[src/rtl/bitstream_packer.sv]
// Packs 1..16-bit codes MSB-first into 16-bit words and writes them to the bitstream RAM.
// A flush zero-pads the residual bits into one final word.
module bitstream_packer #(
    parameter int          ADDR_W     = 17,
    parameter int unsigned START_ADDR = 0
) (
    input  logic              clk,
    input  logic              reset_n,
    input  logic              code_valid,
    input  logic [15:0]       code_value,
    input  logic [4:0]        code_len,
    output logic              code_ready,
    input  logic              flush,
    output logic              flush_done,
    output logic              ram_wen,
    output logic [ADDR_W-1:0] ram_addr,
    output logic [15:0]       ram_wdata,
    output logic              overflow
);

    typedef enum logic {RUN, FLUSH} state_t;

    localparam logic [ADDR_W-1:0] ADDR_INIT = ADDR_W'(START_ADDR);
    localparam logic [ADDR_W-1:0] ADDR_LAST = '1;

    state_t            state_q, state_d;
    logic [31:0]       acc_q, acc_d;
    logic [4:0]        bit_cnt_q, bit_cnt_d;
    logic              ram_wen_q, ram_wen_d;
    logic [ADDR_W-1:0] ram_addr_q, ram_addr_d;
    logic [15:0]       ram_wdata_q, ram_wdata_d;
    logic              flush_done_q, flush_done_d;
    logic              overflow_q, overflow_d;
    logic              exhausted_q, exhausted_d;

    logic              accept;
    logic [4:0]        len;
    logic [5:0]        total;
    logic [5:0]        shamt;
    logic [31:0]       acc_new;
    logic              emit;
    logic [15:0]       emit_word;

    // Lengths above 16 are clamped to a full 16-bit code.
    function automatic logic [4:0] sat_len(input logic [4:0] l);
        return (l > 5'd16) ? 5'd16 : l;
    endfunction

    function automatic logic [15:0] mask_code(input logic [15:0] v, input logic [4:0] l);
        return v & (16'hFFFF >> (5'd16 - l));
    endfunction

    assign code_ready = reset_n && (state_q == RUN);
    assign accept     = code_valid && code_ready;

    always_comb begin
        state_d      = state_q;
        acc_d        = acc_q;
        bit_cnt_d    = bit_cnt_q;
        ram_wen_d    = 1'b0;
        ram_addr_d   = ram_addr_q;
        ram_wdata_d  = ram_wdata_q;
        flush_done_d = 1'b0;
        overflow_d   = overflow_q;
        exhausted_d  = exhausted_q;
        len          = sat_len(code_len);
        total        = {1'b0, bit_cnt_q} + {1'b0, len};
        shamt        = 6'd32 - total;
        acc_new      = acc_q | ({16'b0, mask_code(code_value, len)} << shamt);
        emit         = 1'b0;
        emit_word    = '0;

        // The address advances after each write; the last address is never left.
        if (ram_wen_q) begin
            if (ram_addr_q == ADDR_LAST) exhausted_d = 1'b1;
            else                         ram_addr_d  = ram_addr_q + 1'b1;
        end

        case (state_q)
            RUN: begin
                if (accept) begin
                    if (total >= 6'd16) begin
                        emit      = 1'b1;
                        emit_word = acc_new[31:16];
                        acc_d     = acc_new << 16;
                        bit_cnt_d = 5'(total - 6'd16);
                    end else begin
                        acc_d     = acc_new;
                        bit_cnt_d = total[4:0];
                    end
                end
                if (flush) state_d = FLUSH;
            end
            FLUSH: begin
                // Bits below the residual are always zero, so the top half is already padded.
                if (bit_cnt_q != 5'd0) begin
                    emit      = 1'b1;
                    emit_word = acc_q[31:16];
                end
                acc_d        = '0;
                bit_cnt_d    = '0;
                flush_done_d = 1'b1;
                state_d      = RUN;
            end
            default: state_d = RUN;
        endcase

        if (emit) begin
            if (exhausted_d) begin
                overflow_d = 1'b1;
            end else begin
                ram_wen_d   = 1'b1;
                ram_wdata_d = emit_word;
            end
        end
    end

    always_ff @(posedge clk or negedge reset_n) begin
        if (!reset_n) begin
            state_q      <= RUN;
            acc_q        <= '0;
            bit_cnt_q    <= '0;
            ram_wen_q    <= 1'b0;
            ram_addr_q   <= ADDR_INIT;
            ram_wdata_q  <= '0;
            flush_done_q <= 1'b0;
            overflow_q   <= 1'b0;
            exhausted_q  <= 1'b0;
        end else begin
            state_q      <= state_d;
            acc_q        <= acc_d;
            bit_cnt_q    <= bit_cnt_d;
            ram_wen_q    <= ram_wen_d;
            ram_addr_q   <= ram_addr_d;
            ram_wdata_q  <= ram_wdata_d;
            flush_done_q <= flush_done_d;
            overflow_q   <= overflow_d;
            exhausted_q  <= exhausted_d;
        end
    end

    assign ram_wen    = ram_wen_q;
    assign ram_addr   = ram_addr_q;
    assign ram_wdata  = ram_wdata_q;
    assign flush_done = flush_done_q;
    assign overflow   = overflow_q;

endmodule

[config.mk]
export PLATFORM = sky130hd
export DESIGN_NAME = bitstream_packer
export DESIGN_NICKNAME = d
export VERILOG_FILES = /design/src/rtl/bitstream_packer.sv
export SDC_FILE = /design/constraint.sdc
export NUM_CORES = 1
export LEC_CHECK = 0
export ABC_CLOCK_PERIOD_IN_PS = 3590
export CAP_MARGIN = 20
export CORE_AREA = 2 2 104 106
export DETAILED_ROUTE_END_ITERATION = 16
export DIE_AREA = 0 0 106 108
export DONT_BUFFER_PORTS = 1
export PLACE_DENSITY = 0.69
export SYNTH_ARGS = -nofsm -noshare
export SYNTH_HDL_FRONTEND = slang
export SYNTH_SLANG_ARGS = --single-unit
[constraint.sdc]
create_clock -name clk -period 3.59 [get_ports clk]
set_clock_uncertainty 0.1 [all_clocks]
set_input_delay 0.1795 -clock clk [delete_from_list [all_inputs] [get_ports clk]]
set_output_delay 0.1795 -clock clk [all_outputs]
set_load 0.05 [all_outputs]
======== Word-level counts from Yosys, hierarchy flattened ========
Cells that the tools add are included.
cells by class
  $add $sub $neg .......................... 5
  multipliers ............................. 0
  divide/modulo/power cells ............... 0
  $lt $le $gt $ge ......................... 2
  equality and inequality tests ........... 2
  shift operators ......................... 2
  muxes and demuxes ....................... 22
  bitwise gates (word level) .............. 5
  reduce and logical (&&, ||, !) cells .... 6
operators with widths
  cell                     number
  $mux W32                 2
  $pmux W32 S2             1
  $mux W16                 3
  $or A32 B32 Y32          1
  $pmux W16 S2             1
  $shl A16 B6 Y32          1
  $add A17 B1 Y17 const B  1
  $eq A17 B17 Y1 const B   1
  $and A16 B16 Y16         1
  $shr A16 B5 Y16 const A  1
  $mux W5                  3
  $pmux W5 S2              1
  $mux W1                  9
  $add A5 B5 Y6            1
  $ge A6 B5 Y1 const B     1
  $reduce_and A2 Y1        3
  $sub A6 B6 Y6 const A    1
  $gt A5 B5 Y1 const B     1
  $reduce_bool A5 Y1       1
  $sub A5 B5 Y5 const A    1
  $sub A5 B5 Y5 const B    1
  $pmux W1 S2              2
  $not A1 Y1               3
  $logic_and A1 B1 Y1      2
  $ne A2 B2 Y1 const B     1
word-level totals
  register bits after elaboration ......... 75
  latch bits .............................. 0
  memory bits (writable) .................. 0
  memory bits (read-only) ................. 0
  bits of input ports ..................... 25
  logic and storage cells ................. 53
  memories ................................ 0

======== Depth between registers and ports, before layout ========
Gate-level depths: netlist of the first run.
  word-level depth ........................ 10
  depth in mapped cells ................... 17
  gate-level depth less buffers ........... 13

======== Least setup slack after synthesis of the first run ========
Ideal clock, no wire load.
  kind .................................... in2reg
  from .................................... input code_len[4]
  to ...................................... register acc_q[31]
  data arrival time ....................... 3.410 ns
  required time ........................... 3.424 ns
  setup slack ............................. 0.014 ns
  stages on the path ...................... 16
  buffers on the path ..................... 5
  path through ............................ buf_6 -> clkbuf_1 -> nor2b_1 -> ha_1 -> inv_1 -> buf_1 -> ha_1 -> clkbuf_1 -> inv_1 -> clkbuf_1 -> nand2_1 -> o22ai_1 -> mux2i_1 -> mux2_2 -> o22ai_1 -> o31a_1
on the way
  longest elaborated chain between the ends .. 10
  elaborated cells on any way between the ends .. 13
RTL lines
  item                    line  RTL
  start: declaration      11    input logic [4:0] code_len,
  $gt A5 B5 Y1            46    return (l > 5'd16) ? 5'd16 : l;
  $mux W5 *               46
  $sub A5 B5 Y5           50    return v & (16'hFFFF >> (5'd16 - l));
  $shr A16 B5 Y16         50
  $and A16 B16 Y16        50
  $shl A16 B6 Y32         69    acc_new = acc_q | ({16'b0, mask_code(code_value, len)} << shamt);
  $or A32 B32 Y32         69
  $mux W32 *              82    if (total >= 6'd16) begin
  $mux W32 *              81    if (accept) begin
  $pmux W32 S2 *          79    case (state_q)
  end signal: assignment  121   acc_q <= '0;
  end signal: assignment  131   acc_q <= acc_d;
  end: declaration        27    logic [31:0] acc_q, acc_d;
Mark *: on every way between the ends. The rest lies on a longest branch, timed or not. The select of a mux whose other input is x is not followed.
A chain may end at the register's enable or synchronous reset.

======== Worst setup path in the final report of the first run ========
  from .................................... register bit_cnt_q[0]
  to ...................................... register acc_q[21]
on the way
  longest elaborated chain between the ends .. 7
  elaborated cells on any way between the ends .. 8
RTL lines
  item                      line  RTL
  start: declaration        28    logic [4:0] bit_cnt_q, bit_cnt_d;
  start signal: assignment  132   bit_cnt_q <= bit_cnt_d;
  $add A5 B5 Y6 *           67    total = {1'b0, bit_cnt_q} + {1'b0, len};
  $sub A6 B6 Y6             68    shamt = 6'd32 - total;
  $shl A16 B6 Y32           69
  $or A32 B32 Y32           69
  $mux W32 *                82
  $mux W32 *                81
  $pmux W32 S2 *            79
Marked as above.

==> results.py, run 1 <==
metrics = {
    "detailed_routing": {
        "drt_pass1_iterations": 5,
        "antenna_left": 0,
        "drtIter0Drc": 555,
        "drc": 0,
        "wl_um": 17400,
        "num_vias": 5382,
        "detail_route.wl_per_cell_um": 21.3,
        "viasPerCell": 6.60,
    },
    "sta": {
        "finalMaxSlewViolations": 0,
        "finalHoldViolCount": 0,
        "fmax_mhz": 293,
        "setup_violations": 0,
        "setup_tns_ns": 0,
        "setup_slack_ns": 0.180,
        "maxSlewHeadroom_pct": 48.5,
        "finalCriticalPeriod_ns": 3.41,
        "timing.hold.ws_ns": 0.0882,
        "fin_crit_sh_pct": 95.0,
        "worst_pin_slew_ns": 0.772,
    },
    "worst_setup_path": {
        "r2r_setup_slack_ns": 0.18,
        "crit_fanout": 9,
        "required_ns": 3.75,
        "cp_slowest_cell": "fa_2",
        "crit_top_cell": "inv_1",
        "startpoint_type": "flop",
        "max_stage_delay_ns": 0.54,
        "critical_path.cell_chain": "ha_1, inv_1, fa_2, ha_2, inv_1, buf_4, nand2_1, nor2_1, mux2_2, a21o_1, a311oi_1, a211oi_1",
        "worstReg2RegStart": "bit_cnt_q[0]",
        "worstPathArrival_ns": 3.57,
        "end_kind": "flop",
        "worst-path-buf-inv": 3,
        "crit_type": "flop to flop",
        "r2r_end": "acc_q[21]",
        "reg2reg_depth": 12,
        "cp_top_family": "adder cells",
    },
    "grt": {
        "overflow": 0,
        "grt_max_degree": 76,
        "grt.total_usage_pct": 31.9,
        "grt_pass1_wl_um": 28500,
        "antenna_found_initial": 0,
        "grt_pass1_vias": 5188,
    },
    "logic_synthesis": {
        "synthXorXnorAreaFrac_pct": 5.19,
        "synth_compound_area_share_pct": 27.1,
        "synth_top_family_by_area": "compound AO/OA/AOI/OAI gates",
        "synth_common_cells": "dfrtp_1, nand2_1, nor2_1",
        "synth_top_area_cell": "dfrtp_1",
        "syn_nets": 679,
        "synth_edf_count": 0,
        "yosysMostFrequentCell": "dfrtp_1",
        "yosysWarningCount": 0,
        "synth_area_mm2": 0.00557,
        "synth_seq_cells": 75,
        "syn_avg_cell_area_um2": 8.67,
        "seq_area_frac_synth_pct": 33.7,
        "syn_inst": 642,
        "synth-simple-area-share_pct": 24.0,
        "muxShareOfSynthArea_pct": 3.39,
        "async_flop_share_pct": 100,
        "yosys.area.top_type_share_pct": 33.7,
        "synth_ff_type": "dfrtp_1",
        "yosysUniqueCellTypes": 82,
        "yosys-top-cells-area": "dfrtp_1, nand2_1, nor2_1, a21oi_1, nand3_1",
        "synth_fa_ha_area_share_pct": 2.83,
    },
    "power_and_ir_drop": {
        "leakage_nw": 2.83,
        "power.density_mw_per_mm2": 686,
        "max-vdd-ir-drop_uv": 396,
    },
    "place": {
        "dp_hpwl_um": 13200,
        "routabilityCongestion": 0.958,
        "pre_cts_ws_ns": 0.0547,
        "portBuffers": 0,
        "dpl_cell_area_mm2": 0.00600,
    },
    "finish": {
        "final_nets": 713,
        "diodes": 0,
        "stdcell_area_mm2": 0.00631,
        "drive_gt1_share_pct": 15.6,
        "area.growth.synth_to_final_pct": 13.3,
    },
    "clock_tree": {
        "clk_pin_slew_ns": 0.09,
        "cts.path.max_buffers": 2,
        "cts_tree": "done",
        "post_cts_buffers": 0,
        "clock_latency_ns": 0.36,
        "numClockSinks": 75,
        "htree_num_levels": 3,
        "cts_root_buffer": "clkbuf_8",
        "cts_buffers": 9,
    },
    "min_path": {
        "min_from": "code_value[0]",
        "min_path_type": "input pin to flop",
        "min_to": "acc_q[8]",
        "hold_depth": 3,
    },
    "die": {
        "io_pins": 62,
        "start_util_pct": 54.4,
        "die_area_mm2": 0.0114,
        "rows": 37,
        "coreArea_mm2": 0.0102,
        "die_y_um": 108,
        "chipWidth_um": 106,
    },
    "run": {
        "maxCapViolations": 0,
    },
    "status": {
        "status": "finished, final reports clean",
    },
}
==> placed cells by master, fill, tap and decap left out, types with 6 or more instances in the layout <==
cell type,n
dfrtp_1,75
nand2_1,67
nor2_1,64
buf_4,51
a21oi_1,33
nand3_1,32
o21ai_0,21
nor3_1,18
inv_1,14
a21o_1,14
and3_1,13
nor2b_1,13
xnor2_1,12
and2_1,11
o211ai_1,11
mux2i_1,11
a211oi_1,10
ha_1,10
xor2_1,9
o22ai_1,9
clkbuf_8,9
a31oi_1,8
nand2b_1,7
mux2_2,7
a32oi_1,7
a22o_1,7
o21ai_1,6
o221ai_1,6
==> what timing repair did <==
action | 4_1_cts | 5_1_grt
endpoints found under the hold margin | 77 | 0
resized for setup | 0 | 8
endpoints found under the setup margin | 0 | 29
hold buffers | 4 | 0
==> worst min-delay path, stage by stage <==
cell and delay, ns:
nand4_1 0.12, a21o_1 0.14, a21oi_1 0.06
==> power by group <==
part	total, mW	switching, mW	leakage [nW]	internal (mW)
registers	1.41	0.411	1.01	1.00
logic	2.18	1.35	1.71	0.828
clock network	0.733	0.343	0.106	0.390
==> final cells by class <==
type	instances	area (um2)
flip-flops and latches	75	1880
clock buffers	9	124
clock inverters	6	90.1
fillers	902	3920
multi-input cells	519	3510
inverters	14	52.6
well taps	136	170
repair buffers	57	480
==> state kept, by name (all words and copies together) (netlist names) <==
signal       flops
ram_addr        17
overflow         1
state_q          1
exhausted_q      1
flush_done       1
ram_wdata       16
ram_wen          1
acc_q           32
bit_cnt_q        5
==> logic make-up after synthesis <==
logic type,count (synthesis)
AND/OR/NAND/NOR,263
AO/OA/AOI/OAI,200
flip-flops,75
buffers and inverters,48
XOR/XNOR,26
multiplexers,18
adder cells (fa/ha/maj),12
==> layer usage <==
| metal | part of all wire [%] | track usage (%) | wire length [um] | up-vias |
|---|---|---|---|---|
| met5 | 0 | 0 | 0 | - |
| met4 | 2.7 | 9.68 | 469 | 0 |
| met3 | 7.7 | 5.85 | 1340 | 43 |
| met2 | 46 | 51.8 | 8000 | 246 |
| met1 | 44 | 43.6 | 7570 | 2618 |
| li1 | - | - | - | 2475 |
==> through the flow <==
stage / power (mW) / cells / util [%]
after global routing: 4.56 / 816 / 61.7
after detailed placement: 3.52 / 797 / 58.7
after floorplan: 2.83 / 642 / -
after CTS: 4.28 / 816 / 61.3
final: 4.33 / 816 / 61.7
after global placement: 3.50 / 797 / 58.7
==> how the worst max path moves through the flow <==
stage | start | end | depth (start not counted)
final | bit_cnt_q[0] | acc_q[21] | 12
after global routing | bit_cnt_q[1] | acc_q[25] | 10
after CTS | bit_cnt_q[0] | acc_q[13] | 12
after detailed placement | code_len[0] | acc_q[19] | 12
after global placement | code_len[0] | acc_q[19] | 12
after floorplan | code_len[4] | acc_q[31] | 16
(Power assumes the default switching activity.)
==> inputs of run 2 (changes only) <==
==> constraint.sdc (replaced) <==
create_clock -name clk -period 3.59 [get_ports clk]
set_clock_uncertainty 0.1 [all_clocks]
set_input_delay 1.077 -clock clk [delete_from_list [all_inputs] [get_ports clk]]
set_output_delay 1.077 -clock clk [all_outputs]
set_load 0.05 [all_outputs]
==> results.py, run 2 (same netlist as run 1, synthesis figures left out) <==
metrics = {
    "status": {
        "status": "finished, final reports clean",
    },
    "sta": {
        "setup_tns_ns": 0,
        "finalHoldViolCount": 0,
        "rsz0062_at_grt": "yes",
        "setup_violations": 0,
        "finalMaxSlewViolations": 0,
        "fin_crit_sh_pct": 99.1,
        "timing.hold.ws_ns": 0.288,
        "finalCriticalPeriod_ns": 3.56,
        "fmax_mhz": 281,
        "maxSlewHeadroom_pct": 43.1,
        "worst_pin_slew_ns": 0.853,
        "setup_slack_ns": 0.0318,
    },
    "finish": {
        "largest_reg_flops": 32,
        "top_register": "acc_q",
        "layout_common_cells": "buf_4, dfrtp_1, nand2_1",
        "area.growth.synth_to_final_pct": 36.2,
        "diodes": 0,
        "nFillCells": 769,
        "post-route-util_pct": 74.1,
        "final_common_cell": "buf_4",
        "drive_gt1_share_pct": 35.3,
        "final_nets": 814,
    },
    "clock_tree": {
        "cts_tree": "done",
        "cts.path.max_buffers": 2,
        "cts_root_buffer": "clkbuf_8",
        "clock_latency_ns": 0.37,
        "numClockSinks": 75,
        "clk_pin_slew_ns": 0.10,
        "htree_num_levels": 3,
        "cts_buffers": 9,
    },
    "grt": {
        "grt_pass1_vias": 5706,
        "antenna_found_initial": 0,
        "grt.total_usage_pct": 33.2,
        "grt_max_degree": 77,
        "overflow": 0,
        "grt_pass1_wl_um": 29700,
    },
    "die": {
        "die_area_mm2": 0.0114,
        "chipWidth_um": 106,
        "rows": 37,
        "die_y_um": 108,
        "coreArea_mm2": 0.0102,
        "io_pins": 62,
        "start_util_pct": 54.4,
    },
    "power_and_ir_drop": {
        "p_comb_share_pct": 56.1,
        "finalPower_mw": 5.08,
        "leakage_nw": 3.43,
        "power.density_mw_per_mm2": 670,
        "switchingPower_mw": 2.42,
        "swShare_pct": 47.5,
        "pwr-share-clk_pct": 13.8,
        "p_int_mw": 2.67,
        "p_seq_share_pct": 30.1,
        "max-vdd-ir-drop_uv": 427,
    },
    "detailed_routing": {
        "detail_route.wl_per_cell_um": 21.0,
        "num_vias": 5851,
        "wl_um": 19300,
        "viasPerCell": 6.37,
        "drt_pass1_iterations": 5,
        "drtIter0Drc": 556,
        "antenna_left": 0,
        "drc": 0,
    },
    "worst_setup_path": {
        "required_ns": 3.75,
        "startpoint_type": "input pin",
        "crit_fanout": 7,
        "end_kind": "flop",
        "crit_type": "input pin to flop",
        "worstPathArrival_ns": 3.72,
    },
    "place": {
        "routabilityCongestion": 0.936,
        "portBuffers": 0,
        "dp_hpwl_um": 14400,
        "pre_cts_ws_ns": -0.425,
    },
    "min_path": {
        "min_path_type": "input pin to asynchronous set/reset pin",
    },
    "run": {
        "maxCapViolations": 0,
    },
}
[run 2: cell types whose count changed in the layout (fill, tap and decap cells not counted), moves of 4 or more]
cell	previous run	this run
a211oi_1	10	4
o22ai_1	9	5
a211oi_2	2	8
buf_4	51	149
nor2_1	64	59
[run 2: worst max-delay path: stages]
cell	delay, ns
nor2b_4	0.19
ha_4	0.16
inv_2	0.03
fa_2	0.40
xor2_2	0.28
and2_4	0.24
o211ai_1	0.14
o21ai_4	0.31
nor3_4	0.12
buf_4	0.16
a21o_1	0.20
o31a_1	0.28
o221a_2	0.12
[run 2: power groups by stage]
stage / combinational [mW] / sequential, mW / clock (mW)
2_1_floorplan: 1.55 / 1.52 / 0
3_3_place_gp: 2.43 / 1.54 / 0
3_5_place_dp: 2.46 / 1.55 / 0
4_1_cts: 2.48 / 1.53 / 0.697
5_1_grt: 3.02 / 1.55 / 0.730
6_report: 2.85 / 1.53 / 0.700
[run 2: layout make-up]
cell class	instances	area (um2)	area share (%)
clock inverter	7	82.6	1.09
sequential	75	1880	24.8
tap	136	170	2.24
timing repair buffer	156	1230	16.3
clock buffer	9	124	1.63
multi-input combinational	521	4040	53.3
inverter	14	55.1	0.726
[run 2: per-stage QoR]
step	area, um2	std cells
4_1_cts	7170	903
5_1_grt	7580	918
3_5_place_dp	6950	887
6_report	7580	918
2_1_floorplan	5920	642
3_3_place_gp	6950	887
[run 2: repair_timing]
| item | in CTS | in global routing |
|---|---|---|
| resized for setup | 2 | 52 |
| endpoints found under the setup margin | 5 | 40 |
| pin swaps | 0 | 21 |
| gates cloned | 0 | 2 |
| hold buffers | 0 | 0 |
| setup buffers | 0 | 13 |
[run 2: routing by layer]
metal	part of all wire, %	global-route usage (%)	vias up
met1	43	45.1	2877
met4	2.4	9.96	0
li1	-	-	2682
met3	7.2	6.21	38
met2	48	54.6	254
met5	0	0	-
[run 2: path summary, 6_finish.rpt]
path                            slack [ns]          from            to  cells after the start
worst min-delay path                  0.29       reset_n  bit_cnt_q[2]                      0
worst min register to register        0.40      acc_q[3]      acc_q[3]                      1
worst max register to register        0.44  bit_cnt_q[0]  ram_wdata[2]                     11
worst max-delay path                  0.03   code_len[0]     acc_q[25]                     13
min in group clk                      0.40      acc_q[3]      acc_q[3]                      1
max in group asynchronous             2.92       reset_n     acc_q[22]                      0
